File: config.mk
export PLATFORM = sky130hd
export DESIGN_NAME = ddr_rd_arbiter_flat
export DESIGN_NICKNAME = d
export VERILOG_FILES = /design/src/rtl/ddr_rd_arbiter_if.sv /design/src/rtl/ddr_rd_arbiter.sv /design/src/flat_wrapper.sv
export SDC_FILE = /design/constraint.sdc
export NUM_CORES = 1
export LEC_CHECK = 0
export ABC_CLOCK_PERIOD_IN_PS = 6300
export BUFFER_PORTS_ARGS = -buffer_cell sky130_fd_sc_hd__buf_2
export CORE_UTILIZATION = 52
export CTS_CLUSTER_DIAMETER = 200
export DETAILED_ROUTE_END_ITERATION = 12
export PLACE_DENSITY = 0.86
export SLEW_MARGIN = 5
export SYNTH_ARGS = -nofsm -noshare
export SYNTH_HDL_FRONTEND = slang
export SYNTH_SLANG_ARGS = --single-unit
File: constraint.sdc
create_clock -name clk -period 6.3 [get_ports clk]
set_clock_uncertainty 0.05 [all_clocks]
set_input_delay 1.26 -clock clk [delete_from_list [all_inputs] [get_ports clk]]
set_output_delay 1.26 -clock clk [all_outputs]
set_load 0.01 [all_outputs]
File: src/rtl/ddr_rd_arbiter_if.sv
// ddr_rd_arbiter_if
// DDR read-burst bus between the read arbiter and the DDR controller.
//   rd_burst_req        : burst request (arbiter -> DDR)
//   rd_burst_addr       : burst start byte address (arbiter -> DDR)
//   rd_burst_len        : burst length in beats (arbiter -> DDR)
//   rd_burst_data_valid : beat valid (DDR -> arbiter)
//   rd_burst_data       : beat data (DDR -> arbiter)
//   rd_burst_finish     : one-cycle pulse after the last beat (DDR -> arbiter)
// Modports: master = arbiter side, slave = DDR controller side.
interface ddr_rd_arbiter_if #(
    parameter int DDR_ADDR_WIDTH = 28,
    parameter int DATA_WIDTH     = 28,
    parameter int LEN_WIDTH      = 10
);
    logic                      rd_burst_req;
    logic [DDR_ADDR_WIDTH-1:0] rd_burst_addr;
    logic [LEN_WIDTH-1:0]      rd_burst_len;
    logic                      rd_burst_data_valid;
    logic [DATA_WIDTH-1:0]     rd_burst_data;
    logic                      rd_burst_finish;

    modport master (
        output rd_burst_req,
        output rd_burst_addr,
        output rd_burst_len,
        input  rd_burst_data_valid,
        input  rd_burst_data,
        input  rd_burst_finish
    );

    modport slave (
        input  rd_burst_req,
        input  rd_burst_addr,
        input  rd_burst_len,
        output rd_burst_data_valid,
        output rd_burst_data,
        output rd_burst_finish
    );
endinterface

File: src/rtl/ddr_rd_arbiter.sv
// ddr_rd_arbiter
// Two-client (instruction cache / data cache) arbiter for a single DDR
// read-burst port. Grants one client at a time, round-robin on contention,
// issues the client's burst, forwards beats with one cycle of latency and
// counts delivered beats (saturating at the burst length).
// Ports:
//   clk, rst            : clock, asynchronous active-low reset
//   isa_req/addr/len    : instruction-cache request, held until done
//   isa_rd_cnt          : beats delivered to the instruction cache
//   isa_data_valid      : beat strobe to the instruction cache
//   dat_req/addr/len    : data-cache request, held until done
//   dat_rd_cnt          : beats delivered to the data cache
//   dat_data_valid      : beat strobe to the data cache
//   rd_data_out         : registered beat data shared by both clients
//   ddr                 : DDR read-burst bus (master side)
//   grant               : current owner, 00 none / 01 ISA / 10 DATA
module ddr_rd_arbiter #(
    parameter int DDR_ADDR_WIDTH = 28,
    parameter int DATA_WIDTH     = 28,
    parameter int LEN_WIDTH      = 10
) (
    input  logic                      clk,
    input  logic                      rst,
    input  logic                      isa_req,
    input  logic [DDR_ADDR_WIDTH-1:0] isa_addr,
    input  logic [LEN_WIDTH-1:0]      isa_len,
    output logic [LEN_WIDTH-1:0]      isa_rd_cnt,
    output logic                      isa_data_valid,
    input  logic                      dat_req,
    input  logic [DDR_ADDR_WIDTH-1:0] dat_addr,
    input  logic [LEN_WIDTH-1:0]      dat_len,
    output logic [LEN_WIDTH-1:0]      dat_rd_cnt,
    output logic                      dat_data_valid,
    output logic [DATA_WIDTH-1:0]     rd_data_out,
    ddr_rd_arbiter_if.master          ddr,
    output logic [1:0]                grant
);

    typedef enum logic [1:0] {
        IDLE    = 2'd0,
        ISSUE   = 2'd1,
        BURST   = 2'd2,
        RELEASE = 2'd3
    } state_t;

    localparam logic [1:0] GRANT_NONE = 2'b00;
    localparam logic [1:0] GRANT_ISA  = 2'b01;
    localparam logic [1:0] GRANT_DAT  = 2'b10;
    localparam logic       PRIO_ISA   = 1'b0;
    localparam logic       PRIO_DAT   = 1'b1;

    state_t                    state_reg, state_next;
    logic [1:0]                grant_reg, grant_next;
    logic                      prio_reg, prio_next;
    logic [DDR_ADDR_WIDTH-1:0] addr_reg, addr_next;
    logic [LEN_WIDTH-1:0]      len_reg, len_next;
    logic [LEN_WIDTH-1:0]      isa_cnt_reg, isa_cnt_next;
    logic [LEN_WIDTH-1:0]      dat_cnt_reg, dat_cnt_next;
    logic                      isa_dv_reg, isa_dv_next;
    logic                      dat_dv_reg, dat_dv_next;
    logic [DATA_WIDTH-1:0]     data_reg, data_next;

    logic pick_isa;
    logic owner_req;
    logic beat_window;

    always_ff @(posedge clk or negedge rst) begin
        if (!rst) begin
            state_reg   <= IDLE;
            grant_reg   <= GRANT_NONE;
            prio_reg    <= PRIO_ISA;
            addr_reg    <= '0;
            len_reg     <= '0;
            isa_cnt_reg <= '0;
            dat_cnt_reg <= '0;
            isa_dv_reg  <= 1'b0;
            dat_dv_reg  <= 1'b0;
            data_reg    <= '0;
        end else begin
            state_reg   <= state_next;
            grant_reg   <= grant_next;
            prio_reg    <= prio_next;
            addr_reg    <= addr_next;
            len_reg     <= len_next;
            isa_cnt_reg <= isa_cnt_next;
            dat_cnt_reg <= dat_cnt_next;
            isa_dv_reg  <= isa_dv_next;
            dat_dv_reg  <= dat_dv_next;
            data_reg    <= data_next;
        end
    end

    always_comb begin
        state_next   = state_reg;
        grant_next   = grant_reg;
        prio_next    = prio_reg;
        addr_next    = addr_reg;
        len_next     = len_reg;
        isa_cnt_next = isa_cnt_reg;
        dat_cnt_next = dat_cnt_reg;
        isa_dv_next  = 1'b0;
        dat_dv_next  = 1'b0;
        data_next    = data_reg;

        // ISA wins when alone, or when both ask and the pointer favours it.
        pick_isa    = isa_req && (!dat_req || (prio_reg == PRIO_ISA));
        owner_req   = (grant_reg == GRANT_ISA) ? isa_req : dat_req;
        beat_window = ((state_reg == ISSUE) || (state_reg == BURST))
                      && ddr.rd_burst_data_valid;

        case (state_reg)
            IDLE: begin
                if (isa_req || dat_req) begin
                    state_next = ISSUE;
                    if (pick_isa) begin
                        grant_next   = GRANT_ISA;
                        addr_next    = isa_addr;
                        len_next     = isa_len;
                        isa_cnt_next = '0;
                    end else begin
                        grant_next   = GRANT_DAT;
                        addr_next    = dat_addr;
                        len_next     = dat_len;
                        dat_cnt_next = '0;
                    end
                end
            end
            ISSUE: begin
                // A zero-length burst never touches the DDR port.
                if (len_reg == '0) begin
                    state_next = RELEASE;
                end else if (ddr.rd_burst_data_valid) begin
                    state_next = BURST;
                end
            end
            BURST: begin
                if (ddr.rd_burst_finish) begin
                    state_next = RELEASE;
                end
            end
            RELEASE: begin
                if (!owner_req) begin
                    state_next = IDLE;
                    grant_next = GRANT_NONE;
                    prio_next  = (grant_reg == GRANT_ISA) ? PRIO_DAT : PRIO_ISA;
                end
            end
            default: begin
                state_next = IDLE;
            end
        endcase

        // Beats past the latched length are dropped entirely: no strobe,
        // no count, and rd_data_out keeps the last delivered beat.
        if (beat_window) begin
            if ((grant_reg == GRANT_ISA) && (isa_cnt_reg < len_reg)) begin
                isa_cnt_next = isa_cnt_reg + LEN_WIDTH'(1);
                isa_dv_next  = 1'b1;
                data_next    = ddr.rd_burst_data;
            end
            if ((grant_reg == GRANT_DAT) && (dat_cnt_reg < len_reg)) begin
                dat_cnt_next = dat_cnt_reg + LEN_WIDTH'(1);
                dat_dv_next  = 1'b1;
                data_next    = ddr.rd_burst_data;
            end
        end
    end

    // Request is held from ISSUE entry until the first beat moves us to BURST.
    assign ddr.rd_burst_req  = (state_reg == ISSUE) && (len_reg != '0);
    assign ddr.rd_burst_addr = addr_reg;
    assign ddr.rd_burst_len  = len_reg;

    assign grant          = grant_reg;
    assign isa_rd_cnt     = isa_cnt_reg;
    assign dat_rd_cnt     = dat_cnt_reg;
    assign isa_data_valid = isa_dv_reg;
    assign dat_data_valid = dat_dv_reg;
    assign rd_data_out    = data_reg;

endmodule

File: src/flat_wrapper.sv
// flat-port wrapper written by rule: the top's interface ports become plain ports
module ddr_rd_arbiter_flat 
#(
    parameter int DDR_ADDR_WIDTH = 28,
    parameter int DATA_WIDTH     = 28,
    parameter int LEN_WIDTH      = 10
)
  (clk, rst, isa_req, isa_addr, isa_len, isa_rd_cnt, isa_data_valid, dat_req, dat_addr, dat_len, dat_rd_cnt, dat_data_valid, rd_data_out, grant, ddr_rd_burst_req, ddr_rd_burst_addr, ddr_rd_burst_len, ddr_rd_burst_data_valid, ddr_rd_burst_data, ddr_rd_burst_finish);
  ddr_rd_arbiter_if #(.DDR_ADDR_WIDTH(DDR_ADDR_WIDTH), .DATA_WIDTH(DATA_WIDTH), .LEN_WIDTH(LEN_WIDTH)) ddr_i ();
  input  logic clk;
  input  logic rst;
  input  logic isa_req;
  input  logic [DDR_ADDR_WIDTH-1:0] isa_addr;
  input  logic [LEN_WIDTH-1:0] isa_len;
  output logic [LEN_WIDTH-1:0] isa_rd_cnt;
  output logic isa_data_valid;
  input  logic dat_req;
  input  logic [DDR_ADDR_WIDTH-1:0] dat_addr;
  input  logic [LEN_WIDTH-1:0] dat_len;
  output logic [LEN_WIDTH-1:0] dat_rd_cnt;
  output logic dat_data_valid;
  output logic [DATA_WIDTH-1:0] rd_data_out;
  output logic [1:0] grant;
  output wire logic [$bits(ddr_i.rd_burst_req)-1:0] ddr_rd_burst_req;
  output wire logic [$bits(ddr_i.rd_burst_addr)-1:0] ddr_rd_burst_addr;
  output wire logic [$bits(ddr_i.rd_burst_len)-1:0] ddr_rd_burst_len;
  input wire logic [$bits(ddr_i.rd_burst_data_valid)-1:0] ddr_rd_burst_data_valid;
  input wire logic [$bits(ddr_i.rd_burst_data)-1:0] ddr_rd_burst_data;
  input wire logic [$bits(ddr_i.rd_burst_finish)-1:0] ddr_rd_burst_finish;
  assign ddr_rd_burst_req = ddr_i.rd_burst_req;
  assign ddr_rd_burst_addr = ddr_i.rd_burst_addr;
  assign ddr_rd_burst_len = ddr_i.rd_burst_len;
  assign ddr_i.rd_burst_data_valid = ddr_rd_burst_data_valid;
  assign ddr_i.rd_burst_data = ddr_rd_burst_data;
  assign ddr_i.rd_burst_finish = ddr_rd_burst_finish;
  ddr_rd_arbiter #(.DDR_ADDR_WIDTH(DDR_ADDR_WIDTH), .DATA_WIDTH(DATA_WIDTH), .LEN_WIDTH(LEN_WIDTH)) u_core (.clk(clk), .rst(rst), .isa_req(isa_req), .isa_addr(isa_addr), .isa_len(isa_len), .isa_rd_cnt(isa_rd_cnt), .isa_data_valid(isa_data_valid), .dat_req(dat_req), .dat_addr(dat_addr), .dat_len(dat_len), .dat_rd_cnt(dat_rd_cnt), .dat_data_valid(dat_data_valid), .rd_data_out(rd_data_out), .ddr(ddr_i), .grant(grant));
endmodule
==> impl_metrics.json <==
{
  "status": "complete, no violations",
  "dpl_cell_area_um2": 5940,
  "comb_power_share": 0.456,
  "ir_worst_vdd_uv": 232,
  "cts_hold_buf": 0,
  "hold_class": "reg -> reg",
  "die_area_um2": 9750,
  "crit_fanout": 28,
  "grt_max_degree": 79,
  "die_y_um": 98.7,
  "via_per_inst": 5.49,
  "rsz0062_at_grt": "no",
  "drv_slew": 0,
  "ys_top_cells_by_count": "dfrtp_1, nand2_1, o21ai_0",
  "async_reset_ff_frac": 1.00,
  "routed_wl_um": 12300,
  "gp_congestion": 0.901,
  "p_int_w": 0.00154,
  "io_buffer_count": 200,
  "power_frac_clock": 0.152,
  "crit_required_ps": 6510,
  "drive_gt1_frac": 0.418,
  "ys_types": 57,
  "critPathKind": "in -> reg",
  "hold_violations": 0,
  "synth.avg_cell_area_um2": 11.2,
  "drt_iter0_drc": 178,
  "synth_cells": 436,
  "layout_min_cycle_time_ps": 3500,
  "syn-num-nets": 571,
  "setup_viol": 0,
  "grt_pass1_wl_um": 20200,
  "ios": 201,
  "ys_ff_latch": 93,
  "htreeDepth": 3,
  "cts_buffers": 9,
  "fin_crit_sh": 0.556,
  "floorplan.initialDensity": 0.547,
  "cpLargestDelayFamily": "compound AO/OA/AOI/OAI gates",
  "antennaDiodeCount": 0,
  "synth.top_cells.by_area": "dfrtp_1, mux2i_1, ha_1",
  "dr.pass1.iters": 4,
  "worst_path_largest_cell_delay_ps": 930,
  "area_growth_syn_to_layout_pct": 26.0,
  "path_buf_inv": 1,
  "final_area_um2": 6130,
  "synth_edf_count": 0,
  "post_cts_resized": 0,
  "drc": 0,
  "tns_ps": 0,
  "grt_pass1_vias": 4182,
  "synth_top_area_cell": "dfrtp_1",
  "ys_seq_area_frac": 0.478,
  "slew_headroom": 0.202,
  "finish.utilization": 0.690,
  "path_cells": "buf_2, nand2_1, or4b_4, a211o_1, o22ai_4, mux2_2",
  "gr-usage-all-layers": 0.265,
  "synth_top_area_frac": 0.478,
  "yosys_warnings": 0,
  "cts.path.max_buffers": 2,
  "grt-ovfl-total": 0,
  "dpl.hpwl_um": 9250,
  "wl_per_cell_um": 16.5,
  "seqPwrFrac": 0.392,
  "clock_sinks": 93,
  "pwr_density_cell_nw_per_um2": 419,
  "cp-start-kind": "input pin",
  "antenna_found_initial": 0,
  "chipWidth_um": 98.7,
  "cts_tree": "yes",
  "vias": 4094,
  "fin_nets": 768,
  "cp.arrival_ps": 3710,
  "row_count": 34,
  "ant_nets": 0,
  "core_um2": 8890,
  "synth_flop_cell": "dfrtp_1",
  "clk_pin_slew_worst_paths_ps": 100,
  "tightest_slew_ps": 1200,
  "crit_path_end_kind": "flop",
  "crit_slowest_cell": "o22ai_4",
  "switchingPower_w": 0.00103,
  "max_freq_mhz": 286,
  "maxCapViolations": 0,
  "ctsRootBufferMaster": "clkbuf_8",
  "swShare": 0.401,
  "cts_setup_buffers": 0,
  "syn_area_um2": 4870,
  "clk_latency_ps": 370,
  "yosysMostFrequentCell": "dfrtp_1",
  "cellLeakagePower_nw": 3.21
}
==> cell type report <==
cell class	instances	area [um^2]
clock buffers	9	124
clock inverters	7	67.6
fillers	679	2760
inverters	21	78.8
multi-input cells	305	2370
flip-flops and latches	93	2330
well taps	108	135
repair buffers	203	1030
==> logic make-up (layout without fill, tap and decap cells) <==
group / Yosys count / in the layout / share of synthesized area
fa+ha+maj: 25 / 25 / 0.0643
compound gates: 95 / 95 / 0.128
mux: 70 / 70 / 0.167
simple gates: 109 / 109 / 0.112
xor+xnor: 6 / 6 / 0.0108
flops: 93 / 93 / 0.478
buf+inv: 38 / 240 / 0.0388
==> layer usage <==
metal,global-route usage,vias up,part of all wire
li1,-,1953,-
met5,0,-,0
met2,0.460,156,0.51
met4,0.104,0,0.020
met1,0.320,1964,0.41
met3,0.0617,21,0.061
==> tightest hold or removal path, delay by kind of cell (launching register included) <==
family | cells | cell delay (ps)
compound gates | 1 | 60
flops | 1 | 350
simple gates | 1 | 50
==> power by group through the flow <==
stage / logic, W / clock network, W / registers (W)
after floorplan: 0.000657 / 0 / 0.00110
after global placement: 0.00112 / 0 / 0.00100
after detailed placement: 0.00118 / 0 / 0.00101
after CTS: 0.00118 / 0.000397 / 0.00101
after global routing: 0.00130 / 0.000420 / 0.00104
final: 0.00117 / 0.000391 / 0.00101
==> placed cells by master (no fill, tap or decap), types with 7 or more instances in the layout <==
cell type	instances
nand2b_1	11
dfrtp_1	93
a211oi_1	8
mux2_4	20
nand3_1	7
o21ai_0	47
mux2_2	10
nor2_1	7
nand2_1	51
inv_1	21
mux2i_1	39
clkbuf_8	9
buf_2	199
ha_1	25
==> per-stage QoR <==
stage	cells	setup slack [ps]	power, W	hold slack [ps]
after global routing	746	2690	0.00276	468
after global placement	730	2500	0.00212	408
after floorplan	436	3100	0.00175	443
after detailed placement	730	2390	0.00219	420
final	746	2800	0.00257	439
after CTS	746	2790	0.00258	443
==> worst paths after layout <==
kind,slack [ps],from,end,depth (start not counted)
max,2800,ddr_rd_burst_data_valid,u_core.rd_data_out[5],6
min,440,u_core.ddr.rd_burst_addr[22],u_core.ddr.rd_burst_addr[22],2
max reg2reg,2920,u_core.state_reg[0],u_core.rd_data_out[5],7
min reg2reg,440,u_core.ddr.rd_burst_addr[22],u_core.ddr.rd_burst_addr[22],2
max in group asynchronous,4330,rst,u_core.rd_data_out[12],2
min in group asynchronous,830,rst,u_core.isa_data_valid,1
No activity file was read; power rests on OpenSTA's default activity.
